===== config.mk =====
export PLATFORM = sky130hd
export DESIGN_NAME = muldiv_unit
export DESIGN_NICKNAME = d
export VERILOG_FILES = /design/src/rtl/md_pkg.sv /design/src/rtl/md_divider.sv /design/src/rtl/muldiv_unit.sv
export SDC_FILE = /design/constraint.sdc
export NUM_CORES = 2
export LEC_CHECK = 0
export ABC_CLOCK_PERIOD_IN_PS = 6600
export BUFFER_PORTS_ARGS = -buffer_cell sky130_fd_sc_hd__buf_2
export CAP_MARGIN = 20
export CORE_MARGIN = 1
export CORE_UTILIZATION = 55
export DETAILED_ROUTE_END_ITERATION = 8
export PLACE_DENSITY = 0.78
export SLEW_MARGIN = 5
export SYNTH_ARGS = -nofsm -noshare
export SYNTH_HDL_FRONTEND = slang
export SYNTH_SLANG_ARGS = --single-unit

===== constraint.sdc =====
create_clock -name clk -period 6.6 [get_ports clk]
set_input_delay 0.33 -clock clk [delete_from_list [all_inputs] [get_ports clk]]
set_output_delay 0.33 -clock clk [all_outputs]
set_load 0.02 [all_outputs]

===== src/rtl/md_pkg.sv =====
// rtl/md_pkg.sv - op codes, FSM states and op classification helpers for muldiv_unit
package md_pkg;

    typedef enum logic [3:0] {
        MD_NOP   = 4'd0,
        MD_MULT  = 4'd1,
        MD_MULTU = 4'd2,
        MD_DIV   = 4'd3,
        MD_DIVU  = 4'd4,
        MD_MADD  = 4'd5,
        MD_MADDU = 4'd6,
        MD_MSUB  = 4'd7,
        MD_MSUBU = 4'd8,
        MD_MTHI  = 4'd9,
        MD_MTLO  = 4'd10,
        MD_MFHI  = 4'd11,
        MD_MFLO  = 4'd12
    } md_op_e;

    typedef enum logic [1:0] {
        ST_IDLE,
        ST_MUL,
        ST_DIV
    } md_state_e;

    function automatic logic is_start_op(input logic [3:0] op);
        return (op >= MD_MULT) && (op <= MD_MSUBU);
    endfunction

    function automatic logic is_signed_op(input logic [3:0] op);
        return (op == MD_MULT) || (op == MD_DIV) || (op == MD_MADD) || (op == MD_MSUB);
    endfunction

endpackage


===== src/rtl/md_divider.sv =====
// rtl/md_divider.sv - iterative unsigned restoring divider, one quotient bit per cycle
module md_divider #(
    parameter int WIDTH = 32
) (
    input  logic             clk,
    input  logic             reset,
    input  logic             load,
    input  logic             abort,
    input  logic [WIDTH-1:0] dividend,
    input  logic [WIDTH-1:0] divisor,
    output logic             done,
    output logic [WIDTH-1:0] quot,
    output logic [WIDTH-1:0] rem
);
    localparam int SW = $clog2(WIDTH + 1);

    logic             run_q, run_d;
    logic [SW-1:0]    step_q, step_d;
    logic [WIDTH-1:0] quot_q, quot_d;
    logic [WIDTH-1:0] rem_q, rem_d;
    logic [WIDTH-1:0] dvsr_q, dvsr_d;
    logic [WIDTH:0]   shifted;

    always_comb begin
        run_d   = run_q;
        step_d  = step_q;
        quot_d  = quot_q;
        rem_d   = rem_q;
        dvsr_d  = dvsr_q;
        shifted = {rem_q, quot_q[WIDTH-1]};
        if (abort) begin
            run_d = 1'b0;
        end else if (load) begin
            run_d  = 1'b1;
            step_d = '0;
            quot_d = dividend;
            rem_d  = '0;
            dvsr_d = divisor;
        end else if (run_q && (step_q != SW'(WIDTH))) begin
            step_d = step_q + SW'(1);
            // remainder stays below the divisor, so the low WIDTH bits of the difference are exact
            if (shifted >= {1'b0, dvsr_q}) begin
                rem_d  = shifted[WIDTH-1:0] - dvsr_q;
                quot_d = {quot_q[WIDTH-2:0], 1'b1};
            end else begin
                rem_d  = shifted[WIDTH-1:0];
                quot_d = {quot_q[WIDTH-2:0], 1'b0};
            end
        end
    end

    always_ff @(posedge clk or posedge reset) begin
        if (reset) begin
            run_q  <= 1'b0;
            step_q <= '0;
            quot_q <= '0;
            rem_q  <= '0;
            dvsr_q <= '0;
        end else begin
            run_q  <= run_d;
            step_q <= step_d;
            quot_q <= quot_d;
            rem_q  <= rem_d;
            dvsr_q <= dvsr_d;
        end
    end

    assign done = run_q && (step_q == SW'(WIDTH));
    assign quot = quot_q;
    assign rem  = rem_q;

endmodule


===== src/rtl/muldiv_unit.sv =====
// rtl/muldiv_unit.sv - EX-stage multiply/divide unit owning HI/LO
// Multiplies are computed at accept and committed after MUL_LAT cycles; divides iterate.
module muldiv_unit
    import md_pkg::*;
#(
    parameter int WIDTH   = 32,
    parameter int MUL_LAT = 5
) (
    input  logic             clk,
    input  logic             reset,
    input  logic [3:0]       op,
    input  logic [WIDTH-1:0] a,
    input  logic [WIDTH-1:0] b,
    input  logic             int_req,
    input  logic             flush,
    output logic             start,
    output logic             busy,
    output logic [WIDTH-1:0] hi,
    output logic [WIDTH-1:0] lo,
    output logic [WIDTH-1:0] md_res
);
    localparam int CNT_MAX = (MUL_LAT > WIDTH + 1) ? MUL_LAT : WIDTH + 1;
    localparam int CW      = $clog2(CNT_MAX + 1);

    md_state_e          state_q, state_d;
    logic [CW-1:0]      cnt_q, cnt_d;
    logic [WIDTH-1:0]   hi_q, hi_d, lo_q, lo_d;
    logic [2*WIDTH-1:0] prod_q, prod_d;
    logic [3:0]         op_q, op_d;
    logic               q_neg_q, q_neg_d, r_neg_q, r_neg_d, dz_q, dz_d;

    logic               accept, a_neg, b_neg, div_load, div_abort, div_done;
    logic [WIDTH-1:0]   dvd_mag, dvs_mag, div_quot, div_rem;
    logic [2*WIDTH-1:0] prod_in, acc, mul_res;

    assign busy    = (state_q != ST_IDLE);
    assign start   = is_start_op(op);
    assign accept  = !busy && !int_req && !flush;
    assign a_neg   = is_signed_op(op) && a[WIDTH-1];
    assign b_neg   = is_signed_op(op) && b[WIDTH-1];
    assign dvd_mag = a_neg ? -a : a;
    assign dvs_mag = b_neg ? -b : b;
    assign prod_in = {{WIDTH{a_neg}}, a} * {{WIDTH{b_neg}}, b};
    assign acc     = {hi_q, lo_q};

    always_comb begin
        mul_res = prod_q;
        if ((op_q == MD_MADD) || (op_q == MD_MADDU)) mul_res = acc + prod_q;
        if ((op_q == MD_MSUB) || (op_q == MD_MSUBU)) mul_res = acc - prod_q;
    end

    always_comb begin
        state_d   = state_q;
        cnt_d     = cnt_q;
        hi_d      = hi_q;
        lo_d      = lo_q;
        prod_d    = prod_q;
        op_d      = op_q;
        q_neg_d   = q_neg_q;
        r_neg_d   = r_neg_q;
        dz_d      = dz_q;
        div_load  = 1'b0;
        div_abort = 1'b0;
        case (state_q)
            ST_IDLE: begin
                if (accept) begin
                    case (op)
                        MD_MTHI: hi_d = a;
                        MD_MTLO: lo_d = a;
                        MD_MULT, MD_MULTU, MD_MADD, MD_MADDU, MD_MSUB, MD_MSUBU: begin
                            state_d = ST_MUL;
                            cnt_d   = CW'(MUL_LAT);
                            op_d    = op;
                            prod_d  = prod_in;
                        end
                        MD_DIV, MD_DIVU: begin
                            state_d = ST_DIV;
                            op_d    = op;
                            q_neg_d = a_neg ^ b_neg;
                            r_neg_d = a_neg;
                            dz_d    = (b == '0);
                            cnt_d   = (b == '0) ? CW'(1) : CW'(WIDTH + 1);
                            div_load = (b != '0);
                        end
                        default: ;
                    endcase
                end
            end
            default: begin
                if (flush) begin
                    state_d   = ST_IDLE;
                    cnt_d     = '0;
                    div_abort = 1'b1;
                end else begin
                    cnt_d = cnt_q - CW'(1);
                    if (cnt_q == CW'(1)) begin
                        state_d = ST_IDLE;
                        if (state_q == ST_MUL) begin
                            {hi_d, lo_d} = mul_res;
                        end else begin
                            div_abort = 1'b1;
                            // final divide cycle: restore signs on the magnitude results
                            if (!dz_q && div_done) begin
                                lo_d = q_neg_q ? -div_quot : div_quot;
                                hi_d = r_neg_q ? -div_rem : div_rem;
                            end
                        end
                    end
                end
            end
        endcase
    end

    always_ff @(posedge clk or posedge reset) begin
        if (reset) begin
            state_q <= ST_IDLE;
            cnt_q   <= '0;
            hi_q    <= '0;
            lo_q    <= '0;
            prod_q  <= '0;
            op_q    <= '0;
            q_neg_q <= 1'b0;
            r_neg_q <= 1'b0;
            dz_q    <= 1'b0;
        end else begin
            state_q <= state_d;
            cnt_q   <= cnt_d;
            hi_q    <= hi_d;
            lo_q    <= lo_d;
            prod_q  <= prod_d;
            op_q    <= op_d;
            q_neg_q <= q_neg_d;
            r_neg_q <= r_neg_d;
            dz_q    <= dz_d;
        end
    end

    md_divider #(.WIDTH(WIDTH)) u_div (
        .clk      (clk),
        .reset    (reset),
        .load     (div_load),
        .abort    (div_abort),
        .dividend (dvd_mag),
        .divisor  (dvs_mag),
        .done     (div_done),
        .quot     (div_quot),
        .rem      (div_rem)
    );

    always_comb begin
        md_res = '0;
        if (op == MD_MFHI) md_res = hi_q;
        if (op == MD_MFLO) md_res = lo_q;
    end

    assign hi = hi_q;
    assign lo = lo_q;

endmodule

==> Flow_metrics.wiki <==
{| class="wikitable"
! Metric !! Value
|-
| Highest cell delay on the worst timing path || 560 ps
|-
| Category of cells accounting for the largest share of critical-path delay || adder cells
|-
| Number of stages on the worst setup path || 35
|-
| Data arrival at the endpoint of the critical path || 7910 ps
|-
| Per-cell routed wire length || 23.0 µm
|-
| Worst Hold Class || in -> reg
|-
| Yosys warning total || 0
|-
| Horizontal extent of the die || 336 µm
|-
| Fin crit share || 114%
|-
| Sum of overflow across all layers after global routing || 0
|-
| Synth Instances || 7424
|-
| Maximum level of the CTS H-tree || 1
|-
| Number of cells on the worst reg-to-reg path || 15
|-
| Total of max-cap violations || 0
|-
| Vias || roughly 55000
|-
| Clock tree from TritonCTS || yes
|-
| Cells after DPL || ~9000
|-
| Share of post-route cells with drive strength above 1 || between 10% and 20%
|-
| Critical Setup Path Class || in -> reg
|-
| Sequential share of the synthesized area || about a tenth
|-
| Number of antenna violations at the first check in global routing || 12
|-
| Minimum clock period || about 7500 ps
|-
| Critical-path maximum fanout || 7
|-
| Half-perimeter wire length of the detailed placement result || 174000 µm
|-
| Number of slew-limit violations in the final report || 0
|-
| Number of filler cells placed in the layout || just under 9000
|-
| Summed instance area of the synthesized netlist || 61500 µm²
|-
| Layout overhead on the synthesized area || 15.3%
|-
| First-pass detailed-route iteration total || 8
|-
| CTS clk-pin slew, worst paths || about 60 ps
|-
| Number of unique standard cell types used by synthesis || 85
|-
| Synthesized Nets || 9002
|-
| Most used cell, CP || sky130_fd_sc_hd__fa_1
|-
| Leading register cell type out of synthesis || sky130_fd_sc_hd__dfrtp_1
|-
| Synth Register Bits || 246
|-
| Overall Global Routing Usage || 37.7%
|-
| Worst rel slew slack || 33.0%
|-
| Run status || complete, but fails checks
|-
| Via-per-instance ratio || slightly below 6
|-
| Effective utilization at floorplan || ~56%
|-
| Final hold vios || 0
|-
| Avg Cell Area, Syn || 8.29 µm²
|-
| Transition at the pin with the smallest max-transition slack || 1010 ps
|-
| Overall die area || 113000 µm²
|-
| Final critical-path setup slack || -911 ps
|-
| Final-report setup violation count || 37
|-
| DRT Wirelength || 215000 µm
|-
| Ports placed on the boundary || 170
|-
| Seq. cell area || 6160 µm²
|-
| Kind of end point of the critical path || flop
|-
| First-pass GRT wire length || 327000 µm
|-
| Max clock buf depth || 3
|-
| Setup TNS Final || -19370 ps
|-
| Number of rows created at floorplan || 122
|-
| Total buffers and inverters traversed by the critical path || 11
|-
| FFs w/ async S/R, synth || between 90% and 100%
|-
| Depth of the worst hold-timing path || 2
|-
| Violated checks || negative setup slack
|-
| Number of remaining DRC errors || 0
|-
| Vias in the first global route || 56100
|-
| Crit path max-delay cell type || sky130_fd_sc_hd__fa_1
|-
| Fmax || 133 MHz
|-
| Area used by multi-input combinational logic || 49900 µm²
|-
| Y dimension of the die || roughly 340 µm
|-
| Unrepaired setup endpoints after global routing || yes
|-
| Number of sinks driven by the clock tree || 246
|-
| Cell at the root of the clock tree || sky130_fd_sc_hd__clkbuf_16
|-
| Pin count of the biggest net entering global routing || 150
|-
| Number of flops mapped to enable cells by yosys || 0
|-
| Total number of nets in the final design || 9393
|-
| Final core area utilization || 64.0%
|-
| Post-detailed-route count of antenna-violating nets || 0
|-
| Launching element type of the critical path || input port
|-
| Insertion delay to the later sink of the worst-skew pair || 570 ps
|-
| Global placer's final weighted congestion || between 1 and 1.5
|-
| Final Non-Filler Cells || 9327
|-
| Required @ worst endpoint || ~7000 ps
|-
| First-iteration detailed-routing DRC count || 5628
|-
| TritonCTS buffer count || 25
|-
| Post-route clock skew || roughly 22 ps
|-
| Core Box Area || 111000 µm²
|-
| Count of input and output buffers || approximately 170
|-
| Worst slack on hold paths || 124 ps
|}
flip-flops by register name, summed over array words and instances, names as in the netlist:
register,cells
prod_q,64
hi,32
lo,32
u_div.dvsr_q,32
u_div.quot,32
u_div.rem,32
cnt_q,6
u_div.step_q,6
op_q,4
state_q,2
dz_q,1
q_neg_q,1
r_neg_q,1
u_div.run_q,1
worst paths after layout:
path | start | end | slack (ps)
max | op[0] | prod_q[56] | -910
min | op[2] | op_q[2] | 120
max reg2reg | lo[0] | hi[28] | 1490
min reg2reg | u_div.dvsr_q[29] | u_div.dvsr_q[29] | 500
max in group asynchronous | reset | state_q[1] | 4770
min in group asynchronous | reset | hi[29] | 450
kinds of logic after synthesis:
kind of cell	count (synthesis)	share of synthesized area, %
DFF	246	10.0
adders and majority gates	1506	44.4
buffers and inverters	1852	11.3
muxes	42	0.706
AOI/OAI and AO/OA	1355	14.2
xor gates and xnor gates	247	3.52
and+or+nand+nor	2176	15.8
synthesized netlist by cell type (all sizes together) (19+ instances only):
| master | n | area [µm²] |
|---|---|---|
| fa | 1128 | 22600 |
| a22o | 34 | 298 |
| or3 | 29 | 186 |
| o21ai | 325 | 1630 |
| nor3 | 74 | 370 |
| o21bai | 63 | 473 |
| a211oi | 54 | 418 |
| and3 | 35 | 219 |
| a221oi | 46 | 403 |
| dfrtp | 246 | 6160 |
| o211ai | 32 | 240 |
| nand2 | 1168 | 4380 |
| a21oi | 358 | 1790 |
| nand2b | 44 | 275 |
| ha | 378 | 4730 |
| buf | 84 | 333 |
| o41ai | 19 | 174 |
| o31ai | 60 | 450 |
| a221o | 20 | 200 |
| nor2 | 356 | 1340 |
| o21a | 24 | 180 |
| nor4 | 30 | 188 |
| nand3 | 37 | 185 |
| inv | 1386 | 5200 |
| mux2i | 31 | 310 |
| xnor2 | 148 | 1300 |
| a21o | 72 | 541 |
| xor2 | 99 | 867 |
| nor2b | 36 | 225 |
| a31oi | 63 | 394 |
| nand4 | 40 | 250 |
| o22ai | 25 | 156 |
| clkbuf | 381 | 1430 |
| and2 | 283 | 1770 |
cell usage in the layout, fill, tap and decap left out, drive strengths merged, types with 25 or more instances in the layout:
master  Yosys  layout
inv      1386    1386
nand2    1168    1168
fa       1128    1128
buf        84     823
ha        378     378
a21oi     358     358
nor2      356     356
o21ai     325     325
and2      283     283
dfrtp     246     246
xnor2     148     148
xor2       99      99
nor3       74      74
a21o       72      72
o21bai     63      63
a31oi      63      63
o31ai      60      60
a211oi     54      54
a221oi     46      46
nand2b     44      44
nand4      40      40
nand3      37      37
clkbuf    381      37
nor2b      36      36
and3       35      35
a22o       34      34
o211ai     32      32
mux2i      31      31
nor4       30      30
or3        29      29
o22ai      25      25
metal layers:
metal	GRT usage, %	share of wire, %	vias up
li1	-	-	24200
met1	51.5	39	27400
met2	57.3	44	3290
met3	8.92	12	581
met4	17.0	5.5	12
met5	0	0.032	-
what timing repair did:
item,CTS,global route
resized for setup,254,149
hold buffers,1,0
buffers inserted,61,35
endpoints found under the hold margin,31,0
setup endpoints to repair,44,43
pin swaps,142,106
cloned,2,1
layout make-up:
type / instances / area share (%)
repair buffers: 829 / 9.72
multi-input cells: 5326 / 70.3
clock buffers: 33 / 1.02
well taps: 1488 / 2.62
clock inverters: 12 / 0.217
inverters: 1387 / 7.37
flip-flops and latches: 246 / 8.68
diodes: 6 / 0.0212
per-stage QoR:
step	setup slack, ps	cell area, µm²
2_1_floorplan	-1130	62800
3_3_place_gp	-1550	67700
3_5_place_dp	-1680	67700
4_1_cts	-734	70200
5_1_grt	-1130	70900
6_report	-911	70900
Power is not shown: default switching activity piles up to over one toggle a cycle in this logic, so the estimate is an artifact.
